<file path="src/rtl/pipe_ctrl_pkg.sv">
// Shared pipeline-control types: mult/div occupancy states and register constants.
package pipe_ctrl_pkg;

    localparam int unsigned REG_W = 5;

    localparam logic [REG_W-1:0] REG_ZERO = 5'd0;

    typedef enum logic [1:0] {
        MD_IDLE = 2'd0,
        MD_BUSY = 2'd1,
        MD_DONE = 2'd2
    } md_state_t;

endpackage

</file>
<file path="src/rtl/pipe_hazard_ctrl_if.sv">
// Hazard-controller bundle: ID/EX observation fields in, pipeline enables out.
interface pipe_hazard_ctrl_if;
    import pipe_ctrl_pkg::*;

    logic [REG_W-1:0] id_rs;
    logic [REG_W-1:0] id_rt;
    logic             id_uses_rt;
    logic             id_md_start;
    logic             id_reads_hilo;
    logic             ex_memread;
    logic [REG_W-1:0] ex_rt;
    logic             ex_br_taken;

    logic             pc_we;
    logic             ifid_we;
    logic             ifid_flush;
    logic             idex_bubble;
    logic             md_issue;
    logic             md_busy;
    logic             md_done;

    // Pipeline datapath side: presents the stage fields, consumes the enables.
    modport master (
        output id_rs, id_rt, id_uses_rt, id_md_start, id_reads_hilo,
               ex_memread, ex_rt, ex_br_taken,
        input  pc_we, ifid_we, ifid_flush, idex_bubble,
               md_issue, md_busy, md_done
    );

    // Controller side.
    modport slave (
        input  id_rs, id_rt, id_uses_rt, id_md_start, id_reads_hilo,
               ex_memread, ex_rt, ex_br_taken,
        output pc_we, ifid_we, ifid_flush, idex_bubble,
               md_issue, md_busy, md_done
    );

endinterface

</file>
<file path="src/rtl/pipe_hazard_ctrl_md_tracker.sv">
// Mult/div occupancy tracker: counts down the unit latency after each accepted issue.
module md_tracker
    import pipe_ctrl_pkg::*;
#(
    parameter int unsigned MD_LAT = 32,
    parameter int unsigned CNT_W  = 6
) (
    input  logic      clk,
    input  logic      rst,
    input  logic      md_issue,
    output md_state_t state,
    output logic      md_busy,
    output logic      md_done
);

    logic [CNT_W-1:0] cnt;

    // Occupancy FSM: IDLE -> BUSY for MD_LAT-1 cycles -> DONE for one cycle -> IDLE.
    always_ff @(posedge clk) begin
        if (rst) begin
            state <= MD_IDLE;
            cnt   <= '0;
        end else begin
            case (state)
                MD_IDLE: begin
                    if (md_issue) begin
                        state <= MD_BUSY;
                        cnt   <= CNT_W'(MD_LAT - 1);
                    end
                end
                MD_BUSY: begin
                    cnt <= cnt - CNT_W'(1);
                    if (cnt == CNT_W'(1)) begin
                        state <= MD_DONE;
                    end
                end
                MD_DONE: begin
                    state <= MD_IDLE;
                end
                default: begin
                    state <= MD_IDLE;
                    cnt   <= '0;
                end
            endcase
        end
    end

    // HI/LO is unusable until the unit returns to IDLE; DONE flags the last such cycle.
    assign md_busy = (state == MD_BUSY) || (state == MD_DONE);
    assign md_done = (state == MD_DONE);

endmodule

</file>
<file path="src/rtl/pipe_hazard_ctrl.sv">
// Hazard and sequencing controller for the 5-stage pipeline: branch flush,
// load-use stall, HI/LO / mult-div occupancy stall and mult/div issue.
module pipe_hazard_ctrl #(
    parameter int unsigned MD_LAT = 32,
    parameter int unsigned CNT_W  = 6
) (
    input  logic               clk,
    input  logic               rst,
    pipe_hazard_ctrl_if.slave  bus
);
    import pipe_ctrl_pkg::*;

    md_state_t md_state;
    logic      trk_busy;
    logic      trk_done;
    logic      load_use;
    logic      md_hold;
    logic      issue;
    logic      pc_we;
    logic      ifid_we;
    logic      ifid_flush;
    logic      idex_bubble;

    md_tracker #(
        .MD_LAT (MD_LAT),
        .CNT_W  (CNT_W)
    ) u_md_tracker (
        .clk      (clk),
        .rst      (rst),
        .md_issue (issue),
        .state    (md_state),
        .md_busy  (trk_busy),
        .md_done  (trk_done)
    );

    // Hazard detection and priority mux: reset > taken branch > md hold / load-use > normal.
    always_comb begin
        load_use = bus.ex_memread && (bus.ex_rt != REG_ZERO) &&
                   ((bus.ex_rt == bus.id_rs) ||
                    (bus.id_uses_rt && (bus.ex_rt == bus.id_rt)));
        md_hold  = (bus.id_reads_hilo || bus.id_md_start) && (md_state != MD_IDLE);
        issue    = !rst && bus.id_md_start && (md_state == MD_IDLE) &&
                   !bus.ex_br_taken && !load_use;

        pc_we       = 1'b1;
        ifid_we     = 1'b1;
        ifid_flush  = 1'b0;
        idex_bubble = 1'b0;

        if (rst) begin
            pc_we       = 1'b0;
            ifid_we     = 1'b0;
            ifid_flush  = 1'b1;
            idex_bubble = 1'b1;
        end else if (bus.ex_br_taken) begin
            ifid_flush  = 1'b1;
            idex_bubble = 1'b1;
        end else if (md_hold || load_use) begin
            pc_we       = 1'b0;
            ifid_we     = 1'b0;
            idex_bubble = 1'b1;
        end
    end

    assign bus.pc_we       = pc_we;
    assign bus.ifid_we     = ifid_we;
    assign bus.ifid_flush  = ifid_flush;
    assign bus.idex_bubble = idex_bubble;
    assign bus.md_issue    = issue;
    assign bus.md_busy     = !rst && trk_busy;
    assign bus.md_done     = !rst && trk_done;

endmodule

</file>
<file path="src/flat_wrapper.sv">
// flat-port wrapper written by rule: the top's interface ports become plain ports
module pipe_hazard_ctrl_flat import pipe_ctrl_pkg::*;
#(
    parameter int unsigned MD_LAT = 32,
    parameter int unsigned CNT_W  = 6
)
  (clk, rst, bus_id_rs, bus_id_rt, bus_id_uses_rt, bus_id_md_start, bus_id_reads_hilo, bus_ex_memread, bus_ex_rt, bus_ex_br_taken, bus_pc_we, bus_ifid_we, bus_ifid_flush, bus_idex_bubble, bus_md_issue, bus_md_busy, bus_md_done);
  pipe_hazard_ctrl_if bus_i ();
  input  logic clk;
  input  logic rst;
  input wire logic [$bits(bus_i.id_rs)-1:0] bus_id_rs;
  input wire logic [$bits(bus_i.id_rt)-1:0] bus_id_rt;
  input wire logic [$bits(bus_i.id_uses_rt)-1:0] bus_id_uses_rt;
  input wire logic [$bits(bus_i.id_md_start)-1:0] bus_id_md_start;
  input wire logic [$bits(bus_i.id_reads_hilo)-1:0] bus_id_reads_hilo;
  input wire logic [$bits(bus_i.ex_memread)-1:0] bus_ex_memread;
  input wire logic [$bits(bus_i.ex_rt)-1:0] bus_ex_rt;
  input wire logic [$bits(bus_i.ex_br_taken)-1:0] bus_ex_br_taken;
  output wire logic [$bits(bus_i.pc_we)-1:0] bus_pc_we;
  output wire logic [$bits(bus_i.ifid_we)-1:0] bus_ifid_we;
  output wire logic [$bits(bus_i.ifid_flush)-1:0] bus_ifid_flush;
  output wire logic [$bits(bus_i.idex_bubble)-1:0] bus_idex_bubble;
  output wire logic [$bits(bus_i.md_issue)-1:0] bus_md_issue;
  output wire logic [$bits(bus_i.md_busy)-1:0] bus_md_busy;
  output wire logic [$bits(bus_i.md_done)-1:0] bus_md_done;
  assign bus_i.id_rs = bus_id_rs;
  assign bus_i.id_rt = bus_id_rt;
  assign bus_i.id_uses_rt = bus_id_uses_rt;
  assign bus_i.id_md_start = bus_id_md_start;
  assign bus_i.id_reads_hilo = bus_id_reads_hilo;
  assign bus_i.ex_memread = bus_ex_memread;
  assign bus_i.ex_rt = bus_ex_rt;
  assign bus_i.ex_br_taken = bus_ex_br_taken;
  assign bus_pc_we = bus_i.pc_we;
  assign bus_ifid_we = bus_i.ifid_we;
  assign bus_ifid_flush = bus_i.ifid_flush;
  assign bus_idex_bubble = bus_i.idex_bubble;
  assign bus_md_issue = bus_i.md_issue;
  assign bus_md_busy = bus_i.md_busy;
  assign bus_md_done = bus_i.md_done;
  pipe_hazard_ctrl #(.MD_LAT(MD_LAT), .CNT_W(CNT_W)) u_core (.clk(clk), .rst(rst), .bus(bus_i));
endmodule
</file>
<file path="config.mk">
export PLATFORM = sky130hd
export DESIGN_NAME = pipe_hazard_ctrl_flat
export DESIGN_NICKNAME = d
export VERILOG_FILES = /design/src/rtl/pipe_ctrl_pkg.sv /design/src/rtl/pipe_hazard_ctrl_if.sv /design/src/rtl/pipe_hazard_ctrl_md_tracker.sv /design/src/rtl/pipe_hazard_ctrl.sv /design/src/flat_wrapper.sv
export SDC_FILE = /design/constraint.sdc
export NUM_CORES = 1
export LEC_CHECK = 0
export BUFFER_PORTS_ARGS = -buffer_cell sky130_fd_sc_hd__clkbuf_2
export CAP_MARGIN = 20
export CORE_MARGIN = 3
export CORE_UTILIZATION = 42
export DETAILED_ROUTE_END_ITERATION = 16
export GPL_TIMING_DRIVEN = 0
export PLACE_DENSITY = 0.86
export SLEW_MARGIN = 5
export SYNTH_ARGS = -nofsm -noshare
export SYNTH_HDL_FRONTEND = slang
export SYNTH_SLANG_ARGS = --single-unit
</file>
<file path="constraint.sdc">
create_clock -name clk -period 1.8 [get_ports clk]
set_clock_uncertainty 0.15 [all_clocks]
set_input_delay 0.36 -clock clk [delete_from_list [all_inputs] [get_ports clk]]
set_output_delay 0.36 -clock clk [all_outputs]
set_load 0.05 [all_outputs]
</file>
==> After elaboration in Yosys (flattened, before gate mapping) <==
Index checks and enable logic that the tools add are counted.
{ "totals": {"register_bits": 8, "word_cells": 46} }
{ "classes": {"n_reduce_logical": 22, "muxes": 13, "n_bitwise": 1, "n_eq_ne": 7, "n_addsub": 1} }
{ "ops": {"columns": ["operator", "n"], "rows": [
  ["6-bit one-hot mux with 3 select lines", 1],
  ["5-bit equality test", 2],
  ["1-bit logical AND", 10],
  ["1-bit 2-to-1 mux", 8],
  ["6-bit by 1-bit equality test with 1-bit output (second input constant)", 1],
  ["6-bit 2-to-1 mux", 1],
  ["6-bit by 1-bit subtractor with 6-bit output (second input constant)", 1],
  ["5-bit nonzero test", 1],
  ["1-bit logical OR", 4],
  ["2-bit 2-to-1 mux", 2],
  ["2-bit != test (second input constant)", 2],
  ["2-bit one-hot mux with 2 select lines", 1],
  ["2-bit AND reduction", 2],
  ["1-bit zero test", 3],
  ["2-bit by 1-bit equality test with 1-bit output (second input constant)", 1],
  ["2-bit equality test (second input constant)", 1],
  ["2-bit zero test", 1],
  ["2-bit nonzero test", 1],
  ["1-bit inverter", 1]
]} }

==> Logic depth before layout (Yosys ltp) <==
{ "logic_depth": {"word_depth": 8, "mapped_depth": 8, "depth_no_buf": 8} }

==> Cells and area by module <==
From an unflattened synthesis, not the netlist that was laid out.
{ "hier_totals": {"hier_cells": 94, "area_unflattened_um2": 762.0} }
{ "modules_own_cells": {"columns": ["mod", "instances", "area_each_um2", "cells_per_inst", "seq_area_each_um2"], "rows": [
  ["md_tracker", 1, 555.5, 64, 160.2],
  ["pipe_hazard_ctrl", 1, 206.4, 30, 0.0]
]} }

==> Worst setup path before layout <==
No wires, ideal clock.
{ "synth_path": {"path_kind": "input-to-output", "start": "input bus_ex_rt[0]", "end": "output bus_pc_we", "required_ps": 1290, "n_path_buf": 1, "slack_ps": -1122, "stages": 6, "arrival_time_ps": 2412, "cell_sequence": "or4_4 -> o21ai_2 -> or2_1 -> o21ai_1 -> a21oi_1 -> buf_4"} }
{ "synth_between": {"elab_chain_cells": 8} }
{ "synth_rtl": {"columns": ["element", "line_no", "source"], "rows": [
  ["start: declaration", "flat_wrapper.sv:17", "input wire logic [$bits(bus_i.ex_rt)-1:0] bus_ex_rt;"],
  ["5-bit equality test", "pipe_hazard_ctrl.sv:40", "(bus.id_uses_rt && (bus.ex_rt == bus.id_rt)));"],
  ["1-bit logical AND", "pipe_hazard_ctrl.sv:40", null],
  ["1-bit logical OR", "pipe_hazard_ctrl.sv:39", "((bus.ex_rt == bus.id_rs) ||"],
  ["1-bit logical AND (*)", "pipe_hazard_ctrl.sv:38", "load_use = bus.ex_memread && (bus.ex_rt != REG_ZERO) &&"],
  ["1-bit logical OR (*)", "pipe_hazard_ctrl.sv:58", "end else if (md_hold || load_use) begin"],
  ["1-bit 2-to-1 mux (*) (3 in series)", null, null],
  ["end: declaration", "flat_wrapper.sv:19", "output wire logic [$bits(bus_i.pc_we)-1:0] bus_pc_we;"]
]} }
Mark *: on every way between the ends. The rest lies on a longest branch, timed or not.

==> Worst setup path in the final report <==
{ "layout_path": {"start": "input bus_id_rt[4]", "end": "output bus_pc_we"} }
{ "layout_between": {"elab_chain_cells": 8} }
{ "layout_rtl": {"columns": ["element", "line_no", "source"], "rows": [
  ["start: declaration", "flat_wrapper.sv:12", "input wire logic [$bits(bus_i.id_rt)-1:0] bus_id_rt;"],
  ["5-bit equality test", "pipe_hazard_ctrl.sv:40", null],
  ["1-bit logical AND", "pipe_hazard_ctrl.sv:40", null],
  ["1-bit logical OR", "pipe_hazard_ctrl.sv:39", null],
  ["1-bit logical AND", "pipe_hazard_ctrl.sv:38", null],
  ["1-bit logical OR", "pipe_hazard_ctrl.sv:58", null],
  ["1-bit 2-to-1 mux", "pipe_hazard_ctrl.sv:58", null],
  ["1-bit 2-to-1 mux", "pipe_hazard_ctrl.sv:55", "end else if (bus.ex_br_taken) begin"],
  ["1-bit 2-to-1 mux", "pipe_hazard_ctrl.sv:50", "if (rst) begin"]
]} }
Every way passes these cells.

==> out/qor.yml <==
finalCritPeriodShare: 1.32
portBuffers: 28
area_growth_pct: 62.4
setup_viol: 13
synth_warnings: 0
num_io_pins: 29
chipWidth_um: 47.7
synth_seq_area_share: 0.220
clock_latency_ns: 0.26
hold_violations: 0
grt_setup_unrepaired: "true"
ir_drop_mv: 0.907
cts-root-buf: "clkbuf_4"
syn_area_sq_um: 729
grt_pass1_wl_um: 3210
hpwlAfterDp_um: 1380
hold_ws_ns: 0.340
final_util: 0.752
grt_usage: 0.206
drtPass1Iterations: 4
antenna_found_initial: 0
drtIter0Drc: 19
rows: 14
p_leak_nw: 0.518
routed_wl_um: 2470
maxCapViolCount: 0
drv_slew: 0
powerDensity_mw_per_mm2: 1380
detail-route-antenna-nets: 0
worstHoldPathType: "input port to register"
worstSetupPathType: "input port to output port"
tightestPinTransition_ns: 0.510
cts_buffers: 3
fmax_mhz: 421
clk_path_buf_depth: 2
cts_tree: "yes"
setup_slack_ns: -0.574
wire_per_inst_um: 16.8
mostFrequentLayoutCell: "clkbuf_2"
clk_pin_slew_ns: 0.06
routed_via_density: 5.48
synth_seq_cells: 8
drive_gt1_frac: 0.473
synth_nets: 120
core_sq_mm: 0.00158
drc: 0
violations: "setup timing"
syn_inst: 92
final_nets: 161
status: "finished, violations left"
grt_pass1_vias: 765
htreeDepth: 1
ctsHoldBuffers: 0
arrival_ns: 1.86
crit_required_ns: 1.29
num_vias: 806
finalCriticalPeriod_ns: 2.37
start_util: 0.463
relSlewSlack: 0.660
cts_sinks: 8
grt-ovfl-total: 0
synth_cell_type_count: 32
grt_max_degree: 11
fp.dieH_um: 47.7
gp_congestion: 0.799
place_ws_ns: -0.637
rrSetupSlack_ns: -0.22
synth_area_per_cell_sq_um: 7.93
die_area_sq_mm: 0.00227
critPathCaptureType: "output port"
final_cell_mix: "clkbuf_2 (16), nand2_1 (10), buf_6 (8)"
diodes: 0
cp-start-kind: "input port"
crit_fanout: 2
[stage by stage]
| stage | setup TNS, ns | area, sq um | power (mW) | std cells |
|---|---|---|---|---|
| 6_report | -3.20 | 1180 | 1.63 | 147 |
| 5_1_grt | -4.06 | 1180 | 1.73 | 147 |
| 4_1_cts | -3.47 | 1120 | 1.50 | 147 |
| 3_5_place_dp | -4.03 | 923 | 1.24 | 136 |
| 3_3_place_gp | -3.72 | 923 | 1.22 | 136 |
| 2_1_floorplan | -1.58 | 763 | 1.06 | 92 |
[critical path, stage by stage]
cell	delay, ns
clkbuf_2	0.11
xor2_2	0.18
nor4_2	0.28
a32oi_2	0.16
or2_4	0.30
o21ai_4	0.08
a21oi_4	0.08
buf_6	0.14
clkbuf_16	0.16
[layer usage]
metal  vias up  track usage  wire length (um)
li1        393            -                 -
met1       377        0.208               924
met2        26        0.406              1340
met3        10       0.0602               109
met4         0       0.0538                95
met5         -            0                 0
[layout make-up]
| cell class | instances | area [sq um] |
|---|---|---|
| multi-input combinational | 73 | 617 |
| fill | 98 | 392 |
| timing repair buffer | 36 | 315 |
| sequential | 8 | 161 |
| inverter | 8 | 30.0 |
| clock buffer | 3 | 22.5 |
| tap | 16 | 20.0 |
| buffer | 3 | 18.8 |
[flip-flops by register name, indices dropped and copies added (netlist names)]
register and cells:
u_core.u_md_tracker.cnt 6, u_core.u_md_tracker.state 2
[timing repair]
item,CTS,global route
setup endpoints to repair,9,14
gates cloned,0,0
pin swaps,8,9
setup buffers,8,4
resized for setup,23,27
[synthesized netlist by cell type]
library cell,instances,area share
o21ai_2,1,0.012
o221a_1,1,0.015
nor3b_4,1,0.026
a221o_1,1,0.014
buf_4,1,0.010
o21ai_1,2,0.014
nor2b_1,2,0.017
a21oi_1,5,0.034
nand3_1,2,0.014
nand2_1,10,0.051
clkbuf_1,2,0.010
o21ai_0,1,0.0069
a32oi_1,1,0.012
dfxtp_1,8,0.22
inv_1,8,0.041
nor2_1,10,0.051
or2_1,2,0.017
a22oi_2,1,0.017
nor4_2,1,0.017
mux2i_1,1,0.014
xor2_1,9,0.11
and3_1,1,0.0086
nor3_1,1,0.0069
a211oi_1,5,0.051
o31a_4,1,0.024
nand2b_1,1,0.0086
nor3b_1,1,0.010
ha_1,6,0.10
xnor2_1,1,0.012
or3_1,3,0.026
or4_4,1,0.015
nor4b_1,1,0.012
[report_power, final]
part / internal, mW / leakage (nW) / switching, mW
Combinational: 0.476 / 0.438 / 0.669
Sequential: 0.260 / 0.0662 / 0.0839
Clock: 0.0766 / 0.0138 / 0.0664
[final timing paths]
path,startpoint,end,cells past startpoint
max,bus_id_rt[4],bus_pc_we,9
min,rst,u_core.u_md_tracker.state[1]$_SDFFE_PP0P_,3
max reg2reg,u_core.u_md_tracker.state[0]$_SDFFE_PP0P_,u_core.u_md_tracker.cnt[5]$_SDFFE_PP0P_,8
min reg2reg,u_core.u_md_tracker.state[0]$_SDFFE_PP0P_,u_core.u_md_tracker.state[0]$_SDFFE_PP0P_,2
[cells by family (layout without fill, tap and decap cells)]
group                      after synthesis  count (layout)  share of synthesized area
adders and majority gates                6               6                      0.103
muxes                                    1               1                     0.0137
xor gates and xnor gates                10              10                      0.120
DFF                                      8               8                      0.220
buffers and inverters                   11              50                     0.0618
AOI/OAI and AO/OA                       19              19                      0.201
and+or+nand+nor                         37              37                      0.281
No activity file was read; power rests on OpenSTA's default activity.
